==> src/rtl/jtag_scheduler.sv <==
// Round-robin scheduler sharing one JTAG shift engine among NUM_REQ requesters.
// Optional engine busy timeout: define JTAG_SCHED_TIMEOUT_EN.
module jtag_scheduler #(
  parameter int NUM_REQ        = 2,
  parameter int WORDS_PER_DR   = 4,
  parameter int LVL_W          = 5,
  parameter int START_WAIT     = 4,
  parameter int TIMEOUT_CYCLES = 65535
) (
  input  logic               clk,
  input  logic               rst,
  input  logic [NUM_REQ-1:0] req,
  input  logic [NUM_REQ-1:0] req_op,
  output logic [NUM_REQ-1:0] gnt,
  output logic [NUM_REQ-1:0] done,
  output logic [NUM_REQ-1:0] err,
  output logic               jtag_op,
  output logic               jtag_work,
  input  logic               jtag_busy,
  input  logic               empty_instruction,
  input  logic [LVL_W-1:0]   data_level,
  output logic [15:0]        txn_count,
  output logic [7:0]         err_count
);
  localparam int IW = (NUM_REQ > 1) ? $clog2(NUM_REQ) : 1;

  typedef enum logic [2:0] {
    ST_RST_WAIT, ST_IDLE, ST_CHECK, ST_START,
    ST_WAIT_HI, ST_WAIT_LO, ST_DONE, ST_ERR
  } state_t;

  state_t state, state_nx;
  logic [IW-1:0]      idx, ptr, pick;
  logic               found, op_q, check_ok, start_tmo, tmo, to_rst;
  logic [15:0]        wcnt;
  logic [NUM_REQ-1:0] own;

  always_comb begin
    int unsigned j;
    j     = 0;
    found = 1'b0;
    pick  = '0;
    for (int unsigned i = 0; i < NUM_REQ; i++) begin
      j = (32'(ptr) + i) % NUM_REQ;
      if (!found && req[IW'(j)]) begin
        found = 1'b1;
        pick  = IW'(j);
      end
    end
  end

  assign check_ok  = op_q ? (32'(data_level) >= 32'(WORDS_PER_DR)) : !empty_instruction;
  // The strobe cycle itself counts as the first cycle without busy.
  assign start_tmo = (32'(wcnt) + 32'd2) >= 32'(START_WAIT);

`ifdef JTAG_SCHED_TIMEOUT_EN
  logic [31:0] tcnt;
  assign tmo = jtag_busy && ((tcnt + 32'd1) >= 32'(TIMEOUT_CYCLES));

  always_ff @(posedge clk) begin
    if (rst) begin
      tcnt   <= '0;
      to_rst <= 1'b0;
    end else begin
      tcnt <= (state == ST_WAIT_LO && jtag_busy) ? tcnt + 32'd1 : '0;
      if (state == ST_WAIT_LO && tmo) to_rst <= 1'b1;
      else if (state == ST_ERR)       to_rst <= 1'b0;
    end
  end
`else
  assign tmo    = 1'b0;
  assign to_rst = 1'b0;
`endif

  always_comb begin
    state_nx = state;
    case (state)
      ST_RST_WAIT: if (!jtag_busy) state_nx = ST_IDLE;
      ST_IDLE:     if (found && !jtag_busy) state_nx = ST_CHECK;
      ST_CHECK:    state_nx = check_ok ? ST_START : ST_ERR;
      ST_START:    state_nx = ST_WAIT_HI;
      ST_WAIT_HI:  if (jtag_busy) state_nx = ST_WAIT_LO;
                   else if (start_tmo) state_nx = ST_ERR;
      ST_WAIT_LO:  if (!jtag_busy) state_nx = ST_DONE;
                   else if (tmo) state_nx = ST_ERR;
      ST_DONE:     state_nx = ST_IDLE;
      ST_ERR:      state_nx = to_rst ? ST_RST_WAIT : ST_IDLE;
      default:     state_nx = ST_RST_WAIT;
    endcase
  end

  always_comb begin
    own       = {{(NUM_REQ-1){1'b0}}, 1'b1} << idx;
    gnt       = '0;
    done      = '0;
    err       = '0;
    jtag_work = (state == ST_START);
    jtag_op   = 1'b0;
    if (state inside {ST_CHECK, ST_START, ST_WAIT_HI, ST_WAIT_LO, ST_DONE, ST_ERR})
      gnt = own;
    if (state inside {ST_START, ST_WAIT_HI, ST_WAIT_LO, ST_DONE, ST_ERR})
      jtag_op = op_q;
    if (state == ST_DONE) done = own;
    if (state == ST_ERR)  err  = own;
  end

  always_ff @(posedge clk) begin
    if (rst) begin
      state     <= ST_RST_WAIT;
      idx       <= '0;
      op_q      <= 1'b0;
      ptr       <= '0;
      wcnt      <= '0;
      txn_count <= '0;
      err_count <= '0;
    end else begin
      state <= state_nx;
      if (state == ST_IDLE && found && !jtag_busy) begin
        idx  <= pick;
        op_q <= req_op[pick];
        ptr  <= IW'((32'(pick) + 32'd1) % NUM_REQ);
      end
      wcnt <= (state == ST_WAIT_HI) ? wcnt + 16'd1 : '0;
      if (state == ST_DONE) txn_count <= txn_count + 16'd1;
      if (state == ST_ERR && err_count != 8'hFF) err_count <= err_count + 8'd1;
    end
  end
endmodule
==> config.mk <==
export PLATFORM = sky130hd
export DESIGN_NAME = jtag_scheduler
export DESIGN_NICKNAME = d
export VERILOG_FILES = /design/src/rtl/jtag_scheduler.sv
export SDC_FILE = /design/constraint.sdc
export NUM_CORES = 1
export LEC_CHECK = 0
export BUFFER_PORTS_ARGS = -buffer_cell sky130_fd_sc_hd__buf_4
export CORE_MARGIN = 5
export CORE_UTILIZATION = 55
export CTS_BUF_LIST = sky130_fd_sc_hd__clkbuf_8 sky130_fd_sc_hd__clkbuf_16
export CTS_CLUSTER_DIAMETER = 30
export DETAILED_ROUTE_END_ITERATION = 8
export PLACE_DENSITY = 0.79
export SYNTH_ARGS = -nofsm -noshare
export SYNTH_HDL_FRONTEND = slang
export SYNTH_SLANG_ARGS = --single-unit
==> constraint.sdc <==
create_clock -name clk -period 1.9 [get_ports clk]
set_input_delay 0.19 -clock clk [delete_from_list [all_inputs] [get_ports clk]]
set_output_delay 0.19 -clock clk [all_outputs]
set_load 0.02 [all_outputs]
Word-level counts from Yosys, hierarchy flattened:

Cells that the tools add are included.

* input bits: 13
* logic and storage cells: 68
* bits in registers: 46
* output and inout port bits: 32

* reductions and logical operators: 14
* muxes and demuxes: 22
* bitwise operators: 1
* add/subtract/negate cells: 6
* magnitude comparators: 5
* shift operators: 1
* equality and inequality tests: 12

Operators by type and width (count)
* $add A16 B1 Y16 const B: 2
* $pmux W3 S7: 1
* $mux W3: 6
* $add A16 B2 Y17 const B: 1
* $ge A17 B3 Y1 const B: 1
* $eq A3 B3 Y1 const B: 4
* $mux W1: 12
* $add A8 B1 Y8 const B: 1
* $ne A8 B8 Y1 const B: 1
* $eq A3 B2 Y1 const B: 2
* $lt A1 B2 Y1 const B: 3
* $mux W2: 3
* $ne A2 B2 Y1 const B: 3
* $reduce_bool A6 Y1: 1
* $ge A5 B3 Y1 const B: 1
* $logic_and A1 B1 Y1: 5
* $reduce_bool A5 Y1: 1
* $reduce_and A4 Y1: 1
* $reduce_or A2 Y1: 2
* $eq A3 B1 Y1 const B: 1
* $logic_not A1 Y1: 3
* $logic_not A3 Y1: 1
* $ne A3 B3 Y1 const B: 1
* $add A1 B1 Y1 const B: 2
* other kinds (2): 2

Logic depth before layout (Yosys ltp):

* depth after elaboration: 9
* mapped depth: 7
* gate-level depth less buffers: 6

Least setup slack after synthesis:

OpenSTA, ideal clock, no wires.

* kind: register to register
* start point: reg wcnt[1]
* end point: reg state[1]
* setup time: 0.133 ns
* required time: 1.767 ns
* setup slack: 0.240 ns
* arrival: 1.526 ns
* cell stages (with the launch flop): 6
* buffers on the path: 0
* path through: dfxtp_1 -> ha_1 -> and4_1 -> a211o_2 -> a2111oi_2 -> a211oi_1

* word-level cells in the longest chain between the ends: 4

Ends and longest elaborated chain
* from (decl): RTL line 35 `logic [15:0] wcnt;`
* from (signal assigned): RTL line 123 `wcnt <= (state == ST_WAIT_HI) ? wcnt + 16'd1 : '0;`
* $add A16 B2 Y17: RTL line 54 `assign start_tmo = (32'(wcnt) + 32'd2) >= 32'(START_WAIT);`
* $ge A17 B3 Y1: RTL line 54
* $ne A3 B3 Y1 (no line)
* $reduce_and A4 Y1 (no line)
* to (signal assigned): RTL line 117 `state <= state_nx;`
* to (decl): RTL line 32 `state_t state, state_nx;`

No other way between the ends.
A chain may end at the register's enable or synchronous reset.

Worst setup path after layout:

* start point: reg wcnt[7]
* end point: reg state[1]

Same word-level chain as after synthesis.

==> results.md <==
- Number of vias per cell after detailed routing: 5.47
- Count of mapped cells out of synthesis: 282
- Highest net fanout along the worst path: 7
- Sum of negative setup slack: 0 ps
- Number of slew-limit violations in the final report: 0
- GPL Wtd Cong: 0.870
- Num rows: 24
- Routed WL: 4850 um
- Grt total ovfl: 0
- Number of distinct library cells after synthesis: 46
- Startpoint types: register
- Filler instances: 367
- First-pass DRT Iterations: 4
- Initial detailed-routing violation count: 97
- Unrepaired setup endpoints after global routing: false
- Synth Cell Area: 2380 um2
- Async S/R FF share, synth: 0
- Synthesized net count: 300
- Number of buffers on the longest clock path: 2
- Post-synthesis sequential element count: 46
- Root Driver: sky130_fd_sc_hd__clkbuf_8
- Number of global-route vias before repair: 1,820
- Placeable core region: 4260 um2
- Clock latency reported for the late side of the worst-skew pair: 310 ps
- Global-route wire length before repair: 8010 um
- Average wire per standard cell: 13.0 um
- Clock transition time at the flip-flop clock pins of the worst setup and hold paths: 90 ps
- Number of top-level design ports: 45
- Most common library cell in the layout ignoring fill and taps: sky130_fd_sc_hd__nor2_1
- Hold-fix buffers, CTS: 0
- Reported max-cap violation count: 0
- Number of flops mapped to enable cells by yosys: 0
- Setup Skew: 8.91 ps
- Max IR drop VDD: 0.488 mV
- Leakage power: 1.05 nW
- Number of nets with antenna violations after routing: 0
- Inserted Clock Buffers: 5
- Achievable Freq: 574 MHz
- Hold Violations, Final: 0
- Share of the clock period used by the worst path after layout: 0.917
- Number of H-tree levels: 2
- Mean instance size in the synthesized netlist: 8.44 um2
- Clock tree sinks: 46
- Pre-CTS setup slack: 79.3 ps
- Final critical delay including setup and external delays: 1740 ps
- Net total in the final layout: 338
- Die height: 75.8 um
- Die Area: 5740 um2
- Pin count of the biggest net entering global routing: 32
- Antenna fix cells: 0
- Type of the worst setup path: reg2reg
- Initial antenna violation count: 0
- Via count: 2,041
- Overall track demand over capacity in global routing: 0.181
- Crit path capture type: register
- Total of buffers placed on input and output ports: 42
- Critical path data required time: 2120 ps
- Fraction of layout instances using a drive strength above 1: 0.202
- Initial cell density of the core: 0.558
- Slack of the critical path: 157 ps
- Worst hold path class: in2reg
- Measured slew at the worst slew-check pin: 549 ps
- Clock tree from TritonCTS: built
- Sequential share of the synthesized area: 0.387
- Signal arrival time at the worst endpoint: 1960 ps
- Horizontal die dimension: 75.8 um
- Count of warnings emitted by yosys: 0
- Final routed DRC violation total: 0
- Most common flop cell mapped by yosys: sky130_fd_sc_hd__dfxtp_1
- Worst slew margin relative to its limit: 0.634
- Commonest cells after routing, fill and taps aside: 51 x sky130_fd_sc_hd__nor2_1, 44 x sky130_fd_sc_hd__buf_4, 43 x sky130_fd_sc_hd__dfxtp_1
- Area grow syn2layout: 17.5%
- Final setup fails: 0
- Sum of net half-perimeters after detailed placement: 3460 um
- Status: finished, final reports clean
- Power per unit of standard cell area: 605 nW/um2
## synthesized netlist by cell type, types with 2 or more instances
master | number | area [um2]
sky130_fd_sc_hd__nor2_1 | 52 | 195
sky130_fd_sc_hd__dfxtp_1 | 46 | 921
sky130_fd_sc_hd__xnor2_1 | 18 | 158
sky130_fd_sc_hd__nand2_1 | 15 | 56.3
sky130_fd_sc_hd__xor2_1 | 15 | 131
sky130_fd_sc_hd__nand4_1 | 11 | 68.8
sky130_fd_sc_hd__nor3_1 | 11 | 55.1
sky130_fd_sc_hd__inv_1 | 10 | 37.5
sky130_fd_sc_hd__nand3_1 | 10 | 50.1
sky130_fd_sc_hd__a21oi_1 | 9 | 45.0
sky130_fd_sc_hd__o21ai_0 | 9 | 45.0
sky130_fd_sc_hd__or3_1 | 6 | 37.5
sky130_fd_sc_hd__and3_1 | 5 | 31.3
sky130_fd_sc_hd__and4_1 | 5 | 43.8
sky130_fd_sc_hd__buf_4 | 5 | 37.5
sky130_fd_sc_hd__clkbuf_1 | 5 | 18.8
sky130_fd_sc_hd__ha_1 | 5 | 62.6
sky130_fd_sc_hd__mux2i_1 | 5 | 50.1
sky130_fd_sc_hd__and2_1 | 4 | 25.0
sky130_fd_sc_hd__nor4_1 | 4 | 25.0
sky130_fd_sc_hd__a31oi_1 | 3 | 18.8
sky130_fd_sc_hd__nor2b_1 | 3 | 18.8
sky130_fd_sc_hd__a211oi_1 | 2 | 15.0
sky130_fd_sc_hd__nor3b_1 | 2 | 15.0
## path summary, 6_finish.rpt
kind / slack (ps) / from / end / cells past startpoint
worst max-delay path: 160 / wcnt[7]$_SDFF_PP0_ / state[1]$_SDFFE_PP0P_ / 5
worst min-delay path: 220 / jtag_busy / ptr$_SDFFE_PP0P_ / 4
worst max register to register: 160 / wcnt[7]$_SDFF_PP0_ / state[1]$_SDFFE_PP0P_ / 5
worst min register to register: 500 / ptr$_SDFFE_PP0P_ / ptr$_SDFFE_PP0P_ / 2
## power breakdown
group	internal, mW	total (mW)	switching [mW]
Clock	0.255	0.594	0.339
Sequential	0.976	0.997	0.0209
Combinational	0.0458	0.101	0.0553
## cell type report
cell class / instances / area (um2) / share of cell area
Tap cell: 52 / 65.1 / 0.0233
Timing Repair Buffer: 44 / 330 / 0.118
Multi-Input combinational cell: 213 / 1350 / 0.484
Clock buffer: 5 / 68.8 / 0.0246
Inverter: 10 / 37.5 / 0.0134
Sequential cell: 46 / 925 / 0.331
Clock inverter: 3 / 17.5 / 0.00626
## metal layers
layer  global-route usage  wire length [um]  vias up  share of wire
li1                     -                 -     1049              -
met1                0.243              2320      942           0.48
met2                0.271              2210       42           0.46
met3               0.0554               243        8          0.050
met4               0.0680                74        0          0.015
met5                    0                 0        -              0
## cell families after synthesis
| logic type | Yosys count | synth area share |
|---|---|---|
| AO/OA/AOI/OAI | 33 | 0.0925 |
| multiplexers | 5 | 0.0210 |
| XOR/XNOR | 33 | 0.121 |
| adder cells (fa/ha/maj) | 5 | 0.0263 |
| AND/OR/NAND/NOR | 137 | 0.300 |
| flip-flops | 46 | 0.387 |
| buffers and inverters | 23 | 0.0521 |
## stage by stage
stage / area, um2 / instances / hold WS (ps) / util / power [mW]
2_1_floorplan: 2380 / 282 / 352 / - / 1.08
3_3_place_gp: 2690 / 365 / 467 / 0.631 / 1.12
3_5_place_dp: 2690 / 365 / 479 / 0.631 / 1.12
4_1_cts: 2780 / 373 / 213 / 0.651 / 1.71
5_1_grt: 2800 / 373 / 247 / 0.656 / 1.76
6_report: 2800 / 373 / 218 / 0.656 / 1.69
## worst max-delay path: stages (launching register included)
cell	delay, ps
sky130_fd_sc_hd__dfxtp_1	480
sky130_fd_sc_hd__nand4_4	210
sky130_fd_sc_hd__nor4_2	410
sky130_fd_sc_hd__mux2i_1	280
sky130_fd_sc_hd__a22oi_2	90
sky130_fd_sc_hd__a211oi_1	190
## registers in the layout (all words and copies together), names as in the netlist
signal / count
ptr: 1
idx: 1
wcnt: 16
txn_count: 16
op_q: 1
state: 3
err_count: 8
## repair_timing
| item | in CTS | in global routing |
|---|---|---|
| gates resized for setup | 0 | 7 |
| setup endpoints to repair | 0 | 8 |
| setup buffers | 0 | 0 |
(Power assumes the default switching activity.)
